## config.mk

```make
export PLATFORM = sky130hd
export DESIGN_NAME = conv_feeder
export DESIGN_NICKNAME = d
export VERILOG_FILES = /design/src/rtl/conv_feeder.sv
export SDC_FILE = /design/constraint.sdc
export NUM_CORES = 1
export LEC_CHECK = 0
export CAP_MARGIN = 40
export CORE_AREA = 2 2 311 282
export DETAILED_ROUTE_END_ITERATION = 6
export DIE_AREA = 0 0 313 284
export GPL_ROUTABILITY_DRIVEN = 0
export PLACE_DENSITY = 0.48
export SLEW_MARGIN = 20
export SYNTH_ARGS = -nofsm -noshare
export SYNTH_HDL_FRONTEND = slang
export SYNTH_SLANG_ARGS = --single-unit
```

## constraint.sdc

```tcl
create_clock -name clk -period 8.2 [get_ports clk]
set_clock_uncertainty 0.2 [all_clocks]
set_input_delay 1.23 -clock clk [delete_from_list [all_inputs] [get_ports clk]]
set_output_delay 1.23 -clock clk [all_outputs]
set_load 0.01 [all_outputs]
```

## src/rtl/conv_feeder.sv

```systemverilog
// conv_feeder: stores one filter (up to 5x5) and one image (up to 8x8) of
// signed 8-bit samples, then on request streams the filter, a one-cycle gap
// and the NxN image toward a convolution engine. It finishes by collecting
// N*N result strobes, or by giving up after 255 silent cycles.
module conv_feeder (
  input  logic              clk,
  input  logic              rst_n,
  input  logic              wr_en,
  input  logic              wr_sel,
  input  logic [5:0]        wr_addr,
  input  logic signed [7:0] wr_data,
  input  logic              start,
  input  logic              cfg_filter_size,
  input  logic [3:0]        cfg_image_size,
  input  logic              cfg_pad_mode,
  input  logic              cfg_act_mode,
  input  logic              conv_out_valid,
  output logic              filter_valid,
  output logic              image_valid,
  output logic              filter_size,
  output logic [3:0]        image_size,
  output logic              pad_mode,
  output logic              act_mode,
  output logic signed [7:0] in_data,
  output logic              busy,
  output logic              done,
  output logic              err
);

  typedef enum logic [2:0] {S_IDLE, S_FILT, S_GAP, S_IMG, S_WAIT} state_t;

  state_t      state_reg, state_next;
  logic [2:0]  row_reg, row_next;
  logic [2:0]  col_reg, col_next;
  logic [6:0]  res_cnt_reg, res_cnt_next;
  logic [7:0]  idle_cnt_reg, idle_cnt_next;
  logic        filt5_reg, pad_reg, act_reg;
  logic [3:0]  n_reg;

  logic signed [7:0] filter_mem [0:24];
  logic signed [7:0] image_mem  [0:63];

  // Derived control terms
  logic        cfg_ok, accept;
  logic [2:0]  f_last, n_last;
  logic [6:0]  n_ext, nn, res_inc;
  logic        filt_last, img_last, res_done, timeout;
  logic [4:0]  faddr;
  logic [5:0]  iaddr;

  // Next values of the registered outputs
  logic filter_valid_next, image_valid_next, first_filt;
  logic busy_next, done_next, err_next;

  assign cfg_ok    = (cfg_image_size >= 4'd3) && (cfg_image_size <= 4'd8);
  assign accept    = (state_reg == S_IDLE) && start && cfg_ok;
  assign f_last    = filt5_reg ? 3'd4 : 3'd2;
  assign n_last    = n_reg[2:0] - 3'd1;        // N=8 wraps to 7 as intended
  assign n_ext     = {3'b000, n_reg};
  assign nn        = n_ext * n_ext;
  assign res_inc   = res_cnt_reg + {6'd0, conv_out_valid};
  assign filt_last = (row_reg == f_last) && (col_reg == f_last);
  assign img_last  = (row_reg == n_last) && (col_reg == n_last);
  assign res_done  = (res_inc >= nn);
  assign timeout   = !conv_out_valid && (idle_cnt_reg == 8'd254);
  // Filter buffer is laid out on a fixed 5-wide pitch, image on an 8-wide pitch
  assign faddr     = ({2'b00, row_reg} * 5'd5) + {2'b00, col_reg};
  assign iaddr     = {row_reg, col_reg};

  // Buffer writes: only while idle and in range; contents never reset
  always_ff @(posedge clk) begin
    if (wr_en && !busy) begin
      if (wr_sel)
        image_mem[wr_addr] <= wr_data;
      else if (wr_addr < 6'd25)
        filter_mem[wr_addr[4:0]] <= wr_data;
    end
  end

  // State, scan counters, result/watchdog counters and latched config
  always_ff @(posedge clk or negedge rst_n) begin
    if (!rst_n) begin
      state_reg    <= S_IDLE;
      row_reg      <= 3'd0;
      col_reg      <= 3'd0;
      res_cnt_reg  <= 7'd0;
      idle_cnt_reg <= 8'd0;
      filt5_reg    <= 1'b0;
      n_reg        <= 4'd0;
      pad_reg      <= 1'b0;
      act_reg      <= 1'b0;
    end else begin
      state_reg    <= state_next;
      row_reg      <= row_next;
      col_reg      <= col_next;
      res_cnt_reg  <= res_cnt_next;
      idle_cnt_reg <= idle_cnt_next;
      if (accept) begin
        filt5_reg <= cfg_filter_size;
        n_reg     <= cfg_image_size;
        pad_reg   <= cfg_pad_mode;
        act_reg   <= cfg_act_mode;
      end
    end
  end

  // Next-state logic, including the row/column scan and result counting
  always_comb begin
    state_next    = state_reg;
    row_next      = row_reg;
    col_next      = col_reg;
    res_cnt_next  = (state_reg == S_IDLE) ? 7'd0 : res_inc;
    idle_cnt_next = 8'd0;
    case (state_reg)
      S_IDLE: begin
        if (accept) begin
          state_next = S_FILT;
          row_next   = 3'd0;
          col_next   = 3'd0;
        end
      end
      S_FILT: begin
        if (filt_last) begin
          state_next = S_GAP;
          row_next   = 3'd0;
          col_next   = 3'd0;
        end else if (col_reg == f_last) begin
          col_next = 3'd0;
          row_next = row_reg + 3'd1;
        end else begin
          col_next = col_reg + 3'd1;
        end
      end
      S_GAP: state_next = S_IMG;
      S_IMG: begin
        if (img_last) begin
          state_next = S_WAIT;
          row_next   = 3'd0;
          col_next   = 3'd0;
        end else if (col_reg == n_last) begin
          col_next = 3'd0;
          row_next = row_reg + 3'd1;
        end else begin
          col_next = col_reg + 3'd1;
        end
      end
      S_WAIT: begin
        idle_cnt_next = conv_out_valid ? 8'd0 : idle_cnt_reg + 8'd1;
        if (res_done || timeout) begin
          state_next    = S_IDLE;
          res_cnt_next  = 7'd0;
          idle_cnt_next = 8'd0;
        end
      end
      default: state_next = S_IDLE;
    endcase
  end

  // Output decode: values the output registers take at the next edge
  always_comb begin
    filter_valid_next = (state_reg == S_FILT);
    image_valid_next  = (state_reg == S_IMG);
    first_filt        = (state_reg == S_FILT) && (row_reg == 3'd0) && (col_reg == 3'd0);
    busy_next         = (state_next != S_IDLE);
    done_next         = (state_reg == S_WAIT) && res_done;
    err_next          = ((state_reg == S_IDLE) && start && !cfg_ok) ||
                        ((state_reg == S_WAIT) && !res_done && timeout);
  end

  // Output registers; the buffer read is folded into the in_data register
  always_ff @(posedge clk or negedge rst_n) begin
    if (!rst_n) begin
      filter_valid <= 1'b0;
      image_valid  <= 1'b0;
      filter_size  <= 1'b0;
      image_size   <= 4'd0;
      pad_mode     <= 1'b0;
      act_mode     <= 1'b0;
      in_data      <= 8'sd0;
      busy         <= 1'b0;
      done         <= 1'b0;
      err          <= 1'b0;
    end else begin
      filter_valid <= filter_valid_next;
      image_valid  <= image_valid_next;
      filter_size  <= first_filt ? filt5_reg : 1'b0;
      image_size   <= first_filt ? n_reg : 4'd0;
      pad_mode     <= first_filt ? pad_reg : 1'b0;
      act_mode     <= first_filt ? act_reg : 1'b0;
      if (filter_valid_next)
        in_data <= filter_mem[faddr];
      else if (image_valid_next)
        in_data <= image_mem[iaddr];
      else
        in_data <= 8'sd0;
      busy <= busy_next;
      done <= done_next;
      err  <= err_next;
    end
  end

endmodule

```

==> flow_summary.toml, run 1 <==
[outcome]
status = "finished, final reports clean"

[routing]
num_vias = 15200
drt_iter0_drc = 1426
wire_per_inst_um = 26.6
wl_met2_um = 34900
met3_length_um = 5300
final_antenna_net_count = 0
finalWirelength_um = 77100
dr.pass1.iters = 7
maxUsedRoutingLayer = "met5"
m1WireLength_um = 34900
via_per_inst = 5.24
drcViolationCount = 0

[timing]
setup_viol = 0
fin_crit_ns = 4.27
hold_viol = 0
max_freq_mhz = 234
period_share_pct = 52.0
slew_viol_final = 0
tightest_slew_ns = 0.902
slew-limit-headroom_pct = 39.7
setup_tns_ns = 0
grt_setup_unrepaired = "false"

[critical_path]
cp_data_required_time_ns = 8.23
crit_type = "primary input to flop"
r2r-start = "col_reg[1]$_DFFE_PN0P_"
arrival_ns = 4.29
r2r_slack_ns = 3.96
crit_path_start_kind = "primary input"
cp_cell_sequence = "clkdlybuf4s50_1, nand2b_1, nor3b_1, nand3_1, nor2_1"
end_kind = "flop"
endpoint = "image_mem[35][5]$_DFFE_PP_"
worstReg2RegEnd = "in_data[3]$_DFF_PN0_"
r2r_cells = 9
slowest_stage = "nor2_1"
worstSetupStartpoint = "wr_en"
crit_fanout = 8
critical_path.max_stage_delay_ns = 0.93

[pwr]
sw_frac_of_total_pct = 31.3
combinationalPowerShare_pct = 30.9
powerDensity_nw_per_um2 = 336
cellLeakagePower_uw = 0.0113
clkPwrFrac_pct = 30.6
p_int_uw = 8120
p_seq_share_pct = 38.4
power_uw = 11800
power.switching_uw = 3690
ir_worst_vdd_v = 0.000286

[yosys]
yosys.area.top_type = "edfxtp_1"
synth_ff_type = "edfxtp_1"
yosysTopAreaCellShare_pct = 70.0
async_flop_share_pct = 6.68
avgSynthCellArea_um2 = 19.3
synth-seq-cells = 763
yosysWarnings = 0
syn-num-nets = 1636
syn_inst = 1580
synth_edf_count = 712
synth_cell_type_count = 69
synth_area_leaders = "edfxtp_1 (70%), mux4_2 (12%), dfrtp_1 (4.2%), mux2i_1 (1.9%), nor2_1 (1.5%)"
ys_seq_area_share_pct = 74.2
synthesis.area_um2 = 30500

[global_routing]
grt_pass1_wl_um = 113000
grt_max_degree = 60
grt_use_total_pct = 17.5
antenna_found_initial = 3
globalRoute.totalOverflow = 0
grt_pass1_vias = 15800

[placement]
dpl_cell_area_um2 = 32400
portBuffers = 46
dp_hpwl_um = 49400
dp.cells = 2732

[cells_and_area]
area_delta_synth_final_pct = 15.2
insertedDiodeCount = 0
top_register = "image_mem"
nNetsFinal = 1742
stdcell_area_um2 = 35200
largest_register_ffs = 512
drive_gt1_share_pct = 22.2
layout_common_cells = "edfxtp_1 (712), mux4_2 (167), nor2_1 (123)"
finalNonFillerCells = 2896
layout_commonest_cell = "edfxtp_1"

[clock_tree]
path_clk_slew_ns = 0.06
clock-root-buffer = "clkbuf_16"
numCtsBuffers = 83
cts_hold_buf = 0
cts_sinks = 763
cts_tree = "done"
clock_latency_ns = 0.61
cts_resized = 0
clockBufferDepth = 3
cts_htree_levels = 3
cts_setup_buffers = 0

[die]
coreArea_um2 = 85600
pin_count = 47
dieHeight_um = 284
initial_core_util_pct = 35.7
die_w_um = 313
num_rows = 102
die_area_um2 = 88900

[job]
maxCapViolations = 0

[worst_hold_path]
hold_class = "flop to flop"
-- cells in the mapped netlist, types with 11 or more instances --
library cell and n:
o22ai_1 11, buf_4 15, mux4_2 167, nand2_1 77, o21ai_1 13, buf_2 23, a31oi_1 14, mux2_2 20
edfxtp_1 712, a22oi_1 14, nor2_1 123, xnor2_1 12, and2_1 18, nand3_1 29, inv_1 20, xor2_1 11
mux2i_1 57, o21ai_0 12, dfrtp_1 51, clkbuf_1 25, ha_1 28, nor2b_1 12, a21oi_1 17
-- routing by layer --
metal / track usage, % / vias to the layer above
li1: - / 6582
met1: 25.4 / 8001
met2: 26.2 / 477
met3: 4.18 / 102
met4: 4.81 / 2
met5: 0 / -
-- worst min path at each step --
stage / start / endpoint / slack [ns] / depth (start not counted)
final: pad_reg$_DFFE_PN0P_ / pad_mode$_DFF_PN0_ / 0.28 / 1
after global routing: act_reg$_DFFE_PN0P_ / act_mode$_DFF_PN0_ / 0.31 / 1
after CTS: act_reg$_DFFE_PN0P_ / act_mode$_DFF_PN0_ / 0.29 / 1
after detailed placement: pad_reg$_DFFE_PN0P_ / pad_mode$_DFF_PN0_ / 0.27 / 1
after global placement: pad_reg$_DFFE_PN0P_ / pad_mode$_DFF_PN0_ / 0.27 / 1
after floorplan: act_reg$_DFFE_PN0P_ / act_mode$_DFF_PN0_ / 0.25 / 1
-- cell type report --
cell class	instances	area (µm²)
multi-input cells	722	7450
clock inverters	42	347
well taps	1144	1430
flip-flops and latches	763	22700
fillers	7551	50500
clock buffers	109	2290
inverters	21	78.8
repair buffers	95	922
-- power groups by stage --
stage / clock, µW / sequential, µW / combinational [µW]
3_3_place_gp: 0 / 4640 / 3630
3_5_place_dp: 0 / 4640 / 3700
6_report: 3620 / 4540 / 3650
5_1_grt: 3860 / 4570 / 3930
2_1_floorplan: 0 / 4480 / 2640
4_1_cts: 3710 / 4550 / 3720
-- kinds of logic after synthesis --
logic type	after synthesis	share of synthesized area [%]
xor+xnor	25	0.786
compound gates	125	2.82
fa+ha+maj	29	1.21
simple gates	299	4.53
mux	244	14.9
buf+inv	95	1.57
flops	763	74.2
-- worst max-delay path: cells and delay by family --
kind,cells,cell delay (ns)
AND/OR/NAND/NOR,4,2.57
buffers and inverters,1,0.48
-- metrics by stage --
stage                     utilization [%]  worst slack, ns  hold slack, ns
final                                41.1             3.93           0.283
after global routing                 41.1             3.77           0.309
after global placement               37.6             3.53           0.266
after CTS                            41.0             3.90           0.291
after detailed placement             37.9             3.45           0.274
after floorplan                         -             4.61           0.247
Power figures use the tool's default switching activity.
==> inputs of run 2 (changes only) <==
--- a/config.mk
+++ b/config.mk
@@ -10,7 +10,7 @@
 export DETAILED_ROUTE_END_ITERATION = 6
 export DIE_AREA = 0 0 313 284
 export GPL_ROUTABILITY_DRIVEN = 0
-export PLACE_DENSITY = 0.48
+export PLACE_DENSITY = 0.5
 export SLEW_MARGIN = 20
 export SYNTH_ARGS = -nofsm -noshare
 export SYNTH_HDL_FRONTEND = slang
==> constraint.sdc (replaced) <==
create_clock -name clk -period 3.53 [get_ports clk]
set_clock_uncertainty 0.2 [all_clocks]
set_input_delay 0.5295 -clock clk [delete_from_list [all_inputs] [get_ports clk]]
set_output_delay 0.5295 -clock clk [all_outputs]
set_load 0.01 [all_outputs]
==> flow_summary.toml, run 2 (same netlist as run 1, synthesis figures left out) <==
[clock_tree]
path_clk_slew_ns = 0.06
clockBufferDepth = 3
clock_latency_ns = 0.63
cts_tree = "done"
cts_htree_levels = 3
cts_setup_buffers = 0
clock-root-buffer = "clkbuf_16"
numCtsBuffers = 84
cts_sinks = 763

[job]
maxCapViolations = 0

[timing]
slew_viol_final = 0
slew-limit-headroom_pct = 51.9
tightest_slew_ns = 0.719
setup_viol = 0
setup_tns_ns = 0
max_freq_mhz = 311
period_share_pct = 91.0
fin_crit_ns = 3.21
fin_ws_ns = 0.319
grt_setup_unrepaired = "false"
hold_viol = 0

[routing]
finalWirelength_um = 76900
dr.pass1.iters = 5
num_vias = 15700
via_per_inst = 5.20
wire_per_inst_um = 25.4
drt_iter0_drc = 1365
drcViolationCount = 0
final_antenna_net_count = 0

[cells_and_area]
area_delta_synth_final_pct = 18.7
layout_common_cells = "edfxtp_1 (712), mux4_2 (167), buf_4 (160)"
layout_commonest_cell = "edfxtp_1"
nNetsFinal = 1866
largest_register_ffs = 512
drive_gt1_share_pct = 26.5
top_register = "image_mem"

[critical_path]
arrival_ns = 3.49
end_kind = "flop"
crit_path_start_kind = "flop"
crit_type = "flop to flop"
crit_fanout = 30
cp_data_required_time_ns = 3.81

[placement]
post-place-ws_ns = 0.107
dp_hpwl_um = 49500
portBuffers = 46

[die]
initial_core_util_pct = 35.7
num_rows = 102
die_w_um = 313
dieHeight_um = 284
coreArea_um2 = 85600
pin_count = 47
die_area_um2 = 88900

[global_routing]
grt_pass1_vias = 16300
grt_pass1_wl_um = 113000
antenna_found_initial = 0
grt_max_degree = 93
grt_use_total_pct = 17.5
globalRoute.totalOverflow = 0

[outcome]
status = "finished, final reports clean"

[pwr]
cellLeakagePower_uw = 0.0120
ir_worst_vdd_v = 0.000432
powerDensity_nw_per_um2 = 769
power_uw = 27900

[worst_hold_path]
hold_class = "primary input to flop"
==> run 2: changes by cell type in the layout (fill, tap and decap cells not counted), moves of 5 or more <==
cell | before | now
clkbuf_8 | 7 | 2
clkbuf_1 | 17 | 26
buf_4 | 46 | 160
clkinv_2 | 19 | 14
buf_12 | 2 | 14
clkinv_1 | 10 | 16
==> run 2: final timing paths <==
path,from,end,slack [ns],depth (start not counted)
worst max-delay path,col_reg[0]$_DFFE_PN0P_,in_data[3]$_DFF_PN0_,0.32,6
worst min-delay path,wr_data[2],image_mem[47][2]$_DFFE_PP_,0.16,1
worst max register to register,col_reg[0]$_DFFE_PN0P_,in_data[3]$_DFF_PN0_,0.32,6
worst min register to register,pad_reg$_DFFE_PN0P_,pad_mode$_DFF_PN0_,0.28,1
max in group asynchronous,rst_n,filt5_reg$_DFFE_PN0P_,2.05,3
min in group asynchronous,rst_n,done$_DFF_PN0_,0.25,2
==> run 2: final cells by class <==
type / instances / area [µm²]
Tap cell: 1144 / 1430
Clock inverter: 41 / 364
Multi-Input combinational cell: 722 / 7420
Antenna cell: 1 / 2.50
Timing Repair Buffer: 218 / 1980
Sequential cell: 763 / 22700
Fill cell: 7485 / 49400
Clock buffer: 115 / 2300
Inverter: 21 / 78.8
==> run 2: worst max-delay path, stage by stage, from the launching register on <==
cell and delay [ns]:
dfrtp_4 0.42, buf_12 0.26, buf_12 0.26, mux4_2 0.56
mux4_2 0.55, o211ai_1 0.58, nand3_1 0.17
==> run 2: where the power goes <==
group	switching [µW]	leakage, µW	internal, µW	total [µW]
clock network	3490	0.00131	5010	8500
registers	212	0.00706	10100	10300
logic	4900	0.00363	4170	9070
total	8600	0.0120	19300	27900
==> run 2: per-layer routing <==
| layer | track usage, % | vias up | share of wire, % |
|---|---|---|---|
| met1 | 25.7 | 8331 | 46 |
| met2 | 26.3 | 441 | 46 |
| li1 | - | 6834 | - |
| met5 | 0 | - | 0 |
| met3 | 3.19 | 124 | 5.3 |
| met4 | 5.63 | 0 | 2.9 |
==> run 2: timing repair <==
item                       4_1_cts  5_1_grt
setup endpoints to repair        0        0
hold buffers                     1        0
gates resized for setup          0        0
hold endpoints to repair        23        0
==> run 2: per-stage QoR <==
stage	hold slack (ns)	util, %	instance area [µm²]	instances
2_1_floorplan	0.0339	-	30500	1580
3_3_place_gp	0.258	39.0	33400	2858
3_5_place_dp	0.268	39.2	33600	2867
4_1_cts	0.146	42.3	36200	3024
5_1_grt	0.167	42.3	36200	3024
6_report	0.163	42.3	36200	3025
==> RTL edit 1 (settings of run 2) <==
The output `filter_size` loses its register stage (`filter_size` becomes a continuous assignment).
--- a/src/rtl/conv_feeder.sv
+++ b/src/rtl/conv_feeder.sv
@@ -173,5 +173,4 @@
       filter_valid <= 1'b0;
       image_valid  <= 1'b0;
-      filter_size  <= 1'b0;
       image_size   <= 4'd0;
       pad_mode     <= 1'b0;
@@ -184,5 +183,4 @@
       filter_valid <= filter_valid_next;
       image_valid  <= image_valid_next;
-      filter_size  <= first_filt ? filt5_reg : 1'b0;
       image_size   <= first_filt ? n_reg : 4'd0;
       pad_mode     <= first_filt ? pad_reg : 1'b0;
@@ -200,4 +198,6 @@
   end
 
+  assign filter_size = first_filt ? filt5_reg : 1'b0;
+
 endmodule
 
Function: changed (Yosys sat finds a counterexample within 4 cycles, from zero or initial values and one cycle with rst_n low).
==> RTL edit 1 against run 2 <==
  * Via count rose by 0.62%
  * Sequential cell count fell by 1
  * First-iteration DRC count rose by 20%
  * Synthesized area fell by 0.27%
  * Wire length rose by 1.1%
  * Critical path depth rose by 4
  * Design area rose by 0.12%
  * Die area did not move
  * Sequential share of layout area fell by 0.14 points
  * Maximum frequency fell by 5.2%
  * Power rose by 3.3%
  * Critical endpoint is now in_data[1]
  * Worst hold slack got worse by 0.048 ns
  * Worst setup slack got worse by 0.18 ns
==> RTL edit 1: results (changes against run 2) <==
- Post-route met1 wirelength: 36.15 mm (was 35.44 mm)
- Tot GR Track Use: 0.1754 (was 0.1747)
- ANT cells: 0 (was 1)
- Share of cells above drive strength 1: 0.2681 (was 0.2649)
- Clock power frac: 0.288 (was 0.305)
- CTS Buffer Depth: 3 (unchanged)
- Worst reg2reg path depth: 10 (was 6)
- Leak: 11.91 nW (was 11.99 nW)
- Max reg flops: 512 (unchanged)
- Avg Inst Size Synth: 19.44 um^2 (was 19.33 um^2)
- DR vias/cell: 5.234 (was 5.200)
- Netlist cell types: 62 (was 69)
- WL final: 77.75 mm (was 76.89 mm)
- Largest net degree at the start of global routing: 101 (was 93)
- Detail Placement HPWL: 50.28 mm (was 49.50 mm)
- Initial antenna violation count: 1 (was 0)
- Post-DP Area: 0.03360 mm^2 (was 0.03357 mm^2)
- Register area share after synthesis: 0.7428 (was 0.7416)
- Max incr delay on CP: 0.64 ns (was 0.58 ns)
- Vias in the first global route: 16220 (was 16300)
- Post-synth top cells: edfxtp_1 (712), mux4_2 (167), nor2_1 (111) (was edfxtp_1 (712), mux4_2 (167), nor2_1 (123))
- Crit Reg-Reg Startpoint: col_reg[1] (was col_reg[0])
- Top delay family on crit path: adder cells (was multiplexers)
- Async set-reset flop share out of synthesis: 0.06562 (was 0.06684)
- Post-Syn Nets: 1623 (was 1636)
- GRT met3 Usage: 0.03259 (was 0.03194)
- Metal2 WL: 35.89 mm (was 35.07 mm)
- Placed insts: 2873 (was 2867)
- Root buffer cell: clkbuf_16 (unchanged)
- PwrDens: 793.0 mW/mm^2 (was 768.8 mW/mm^2)
- Top routing layer used: met4 (unchanged)
- Status: finished, final reports clean (unchanged)
- CP arrival: 3.71 ns (was 3.49 ns)
- CP Capture Point: in_data[1] (was in_data[3])
- First-pass GRT wire length: 114.1 mm (was 113.2 mm)
- Final Instance Count excl. Fillers: 3024 (was 3025)
- NumNets Final: 1872 (was 1866)
- Pre-CTS setup slack: -0.05976 ns (was 0.1074 ns)
- CP max stage cell: fa_1 (was o211ai_1)
- Grt met1 use: 0.2574 (was 0.2566)
- Hold WC Path Type: in2async (was in2reg)
- CP max FO: 17 (was 30)
- Reg power frac: 0.357 (was 0.370)
- Fill count: 7475 (was 7485)
- Slew HR: 0.3403 (was 0.5193)
- Sw power: 9.173 mW (was 8.604 mW)
- Hold Slack: 0.1146 ns (was 0.1630 ns)
- Largest cells by area after synthesis: edfxtp_1 (70%), mux4_2 (12%), dfrtp_1 (4.1%) (was edfxtp_1 (70%), mux4_2 (12%), dfrtp_1 (4.2%))
- GR Util met2: 0.2689 (was 0.2632)
- WL met3: 4.052 mm (was 4.107 mm)
- Total CTS buffers: 81 (was 84)
[RTL edit 1: cell count changes in the layout (fill, tap and decap cells not counted), sizes merged, moves of 8 or more]
cell     delta
a2111oi     +8
a21oi       +8
a22oi      -11
buf        +19
clkbuf     -10
mux2       -13
nand2      -14
nand3      -13
nor2       -12
nor3       +11
o21ai      -16
[RTL edit 1: cell type report]
type | count | area, um^2 | share of cell area
clock buffers | 105 | 2230 | 0.06144
inverters | 18 | 67.56 | 0.001862
multi-input cells | 715 | 7482 | 0.2062
flip-flops and latches | 762 | 22640 | 0.6239
repair buffers | 238 | 2082 | 0.05737
clock inverters | 42 | 355.3 | 0.009791
well taps | 1144 | 1431 | 0.03944
[RTL edit 1: what timing repair did]
item	CTS	global route
hold buffers	1	1
resized for setup	4	8
setup endpoints to repair	3	5
hold endpoints to repair	50	2
[RTL edit 1: cell families after synthesis]
logic type	share of synthesized area
xor+xnor	0.007885
fa+ha+maj	0.01216
compound gates	0.03326
flops	0.7428
mux	0.1457
simple gates	0.04476
buf+inv	0.01339
==> RTL edit 2 (config.mk and constraints of run 2) <==
Without the edit above. Reset style: synchronous (`rst_n`), changed in 2 clocked blocks.
--- a/src/rtl/conv_feeder.sv
+++ b/src/rtl/conv_feeder.sv
@@ -79,5 +79,5 @@
 
   // State, scan counters, result/watchdog counters and latched config
-  always_ff @(posedge clk or negedge rst_n) begin
+  always_ff @(posedge clk) begin
     if (!rst_n) begin
       state_reg    <= S_IDLE;
@@ -169,5 +169,5 @@
 
   // Output registers; the buffer read is folded into the in_data register
-  always_ff @(posedge clk or negedge rst_n) begin
+  always_ff @(posedge clk) begin
     if (!rst_n) begin
       filter_valid <= 1'b0;
Behaviour: differs if rst_n is asserted again (counterexample within 4 cycles, from zero or initial values and one cycle with rst_n low); with rst_n held inactive, the same outputs for 4 cycles.
==> RTL edit 2 against run 2 <==
  * Critical path depth is 3 higher
  * Cell count about the same
  * Global-route usage fell by 0.24 points
  * Sequential cell count unchanged
  * Worst setup slack lost 0.17 ns
  * Die area did not move
  * Design area decreased by 1.1%
  * Non-clock buffer count rose by 14
  * Wire length is 0.70% lower
  * Synthesized area decreased by 0.90%
  * Largest cell class unchanged
  * Highest routed layer unchanged
Power is not compared: it rests on default switching activity, and its combinational part moved more than twofold at a synthesized area within 25%.
==> RTL edit 2: results (changes against run 2) <==
- Status: finished, final reports clean (unchanged)
- Synth Area in Adders: 0.01223 (was 0.01212)
- Comb_multi_in: 732 (was 722)
- Post-DP Area: 0.03341 mm^2 (was 0.03357 mm^2)
- Drt first pass iters: 7 (was 5)
- CP arrival: 3.69 ns (was 3.49 ns)
- Post-synth top cells: edfxtp_1 (712), mux4_2 (161), nor2_1 (141) (was edfxtp_1 (712), mux4_2 (167), nor2_1 (123))
- Synth Area in XOR/XNOR: 0.006530 (was 0.007864)
- Clock buffer count: 110 (was 115)
- Max incr delay on CP: 0.55 ns (was 0.58 ns)
- Crit Reg-Reg Startpoint: row_reg[0] (was col_reg[0])
- Hold Slack: 0.06419 ns (was 0.1630 ns)
- Post-Syn Nets: 1644 (was 1636)
- # hold bufs at CTS: 0 (was 1)
- Final Util: 0.4187 (was 0.4233)
- Fraction of area in multi-input gates: 0.2079 (was 0.2047)
- DR vias/cell: 5.177 (was 5.200)
- Reg2reg end: in_data[6] (was in_data[3])
- First-pass GRT wire length: 111.3 mm (was 113.2 mm)
- Initial DRC Count: 1359 (was 1365)
- Clock buf/inv share: 0.06742 (was 0.07356)
- Top delay family on crit path: adder cells (was multiplexers)
- Largest cells by area after synthesis: edfxtp_1 (71%), mux4_2 (12%), dfxtp_1 (3.4%) (was edfxtp_1 (70%), mux4_2 (12%), dfrtp_1 (4.2%))
- Avg Inst Size Synth: 19.06 um^2 (was 19.33 um^2)
- Worst reg2reg path depth: 9 (was 6)
- Register area share after synthesis: 0.7400 (was 0.7416)
- ANT cells: 0 (was 1)
- NumNets Final: 1881 (was 1866)
- Tcrit/Tclk final: 0.9570 (was 0.9097)
- Tot GR Track Use: 0.1723 (was 0.1747)
- CP Capture Point: in_data[6] (was in_data[3])
- Largest net degree at the start of global routing: 101 (was 93)
- Placed insts: 2887 (was 2867)
- Pre-CTS setup slack: -0.2572 ns (was 0.1074 ns)
- Fill count: 7550 (was 7485)
- Total power: 18.85 mW
- WP depth: 9 (was 6)
- Signal inverters: 17 (was 21)
- CP max FO: 5 (was 30)
- Hold Startpoint: wr_data[5] (was wr_data[2])
- Footprint of the multi-input gates: 0.007452 mm^2 (was 0.007418 mm^2)
- Vias in the first global route: 16050 (was 16300)
- Post-synthesis compound-gate area fraction: 0.03269 (was 0.02818)
- R2R setup slack: 0.15 ns (was 0.32 ns)
- Post-synthesis mux area share: 0.1432 (was 0.1492)
- WHS Endpoint: filter_mem[10][5] (was image_mem[47][2])
RTL edit 2: changes by cell type in the layout (fill, tap and decap cells not counted), sizes merged, moves of 11 or more:
| cell | delta |
|---|---|
| a22oi | +18 |
| buf | +14 |
| clkinv | -11 |
| dfrtp | -51 |
| dfxtp | +51 |
| mux2 | -18 |
| nand2 | -32 |
| nor2 | +19 |
| nor2b | +14 |
| o21ai | -17 |
RTL edit 2: worst register-to-register path, delay by kind of cell, from the launching register on:
family | cells | cell delay, ns
multiplexers | 1 | 0.55
AND/OR/NAND/NOR | 1 | 0.11
buffers and inverters | 1 | 0.27
adder cells (fa/ha/maj) | 3 | 1.03
XOR/XNOR | 1 | 0.49
flip-flops | 1 | 0.35
AO/OA/AOI/OAI | 2 | 0.30
RTL edit 2: metal layers:
metal  global-route usage  vias up  part of all wire
met1               0.2534     8220              0.47
met3              0.02865      106             0.050
li1                     -     6904                 -
met2               0.2627      421              0.46
met5                    0        -                 0
met4              0.05203        0             0.026
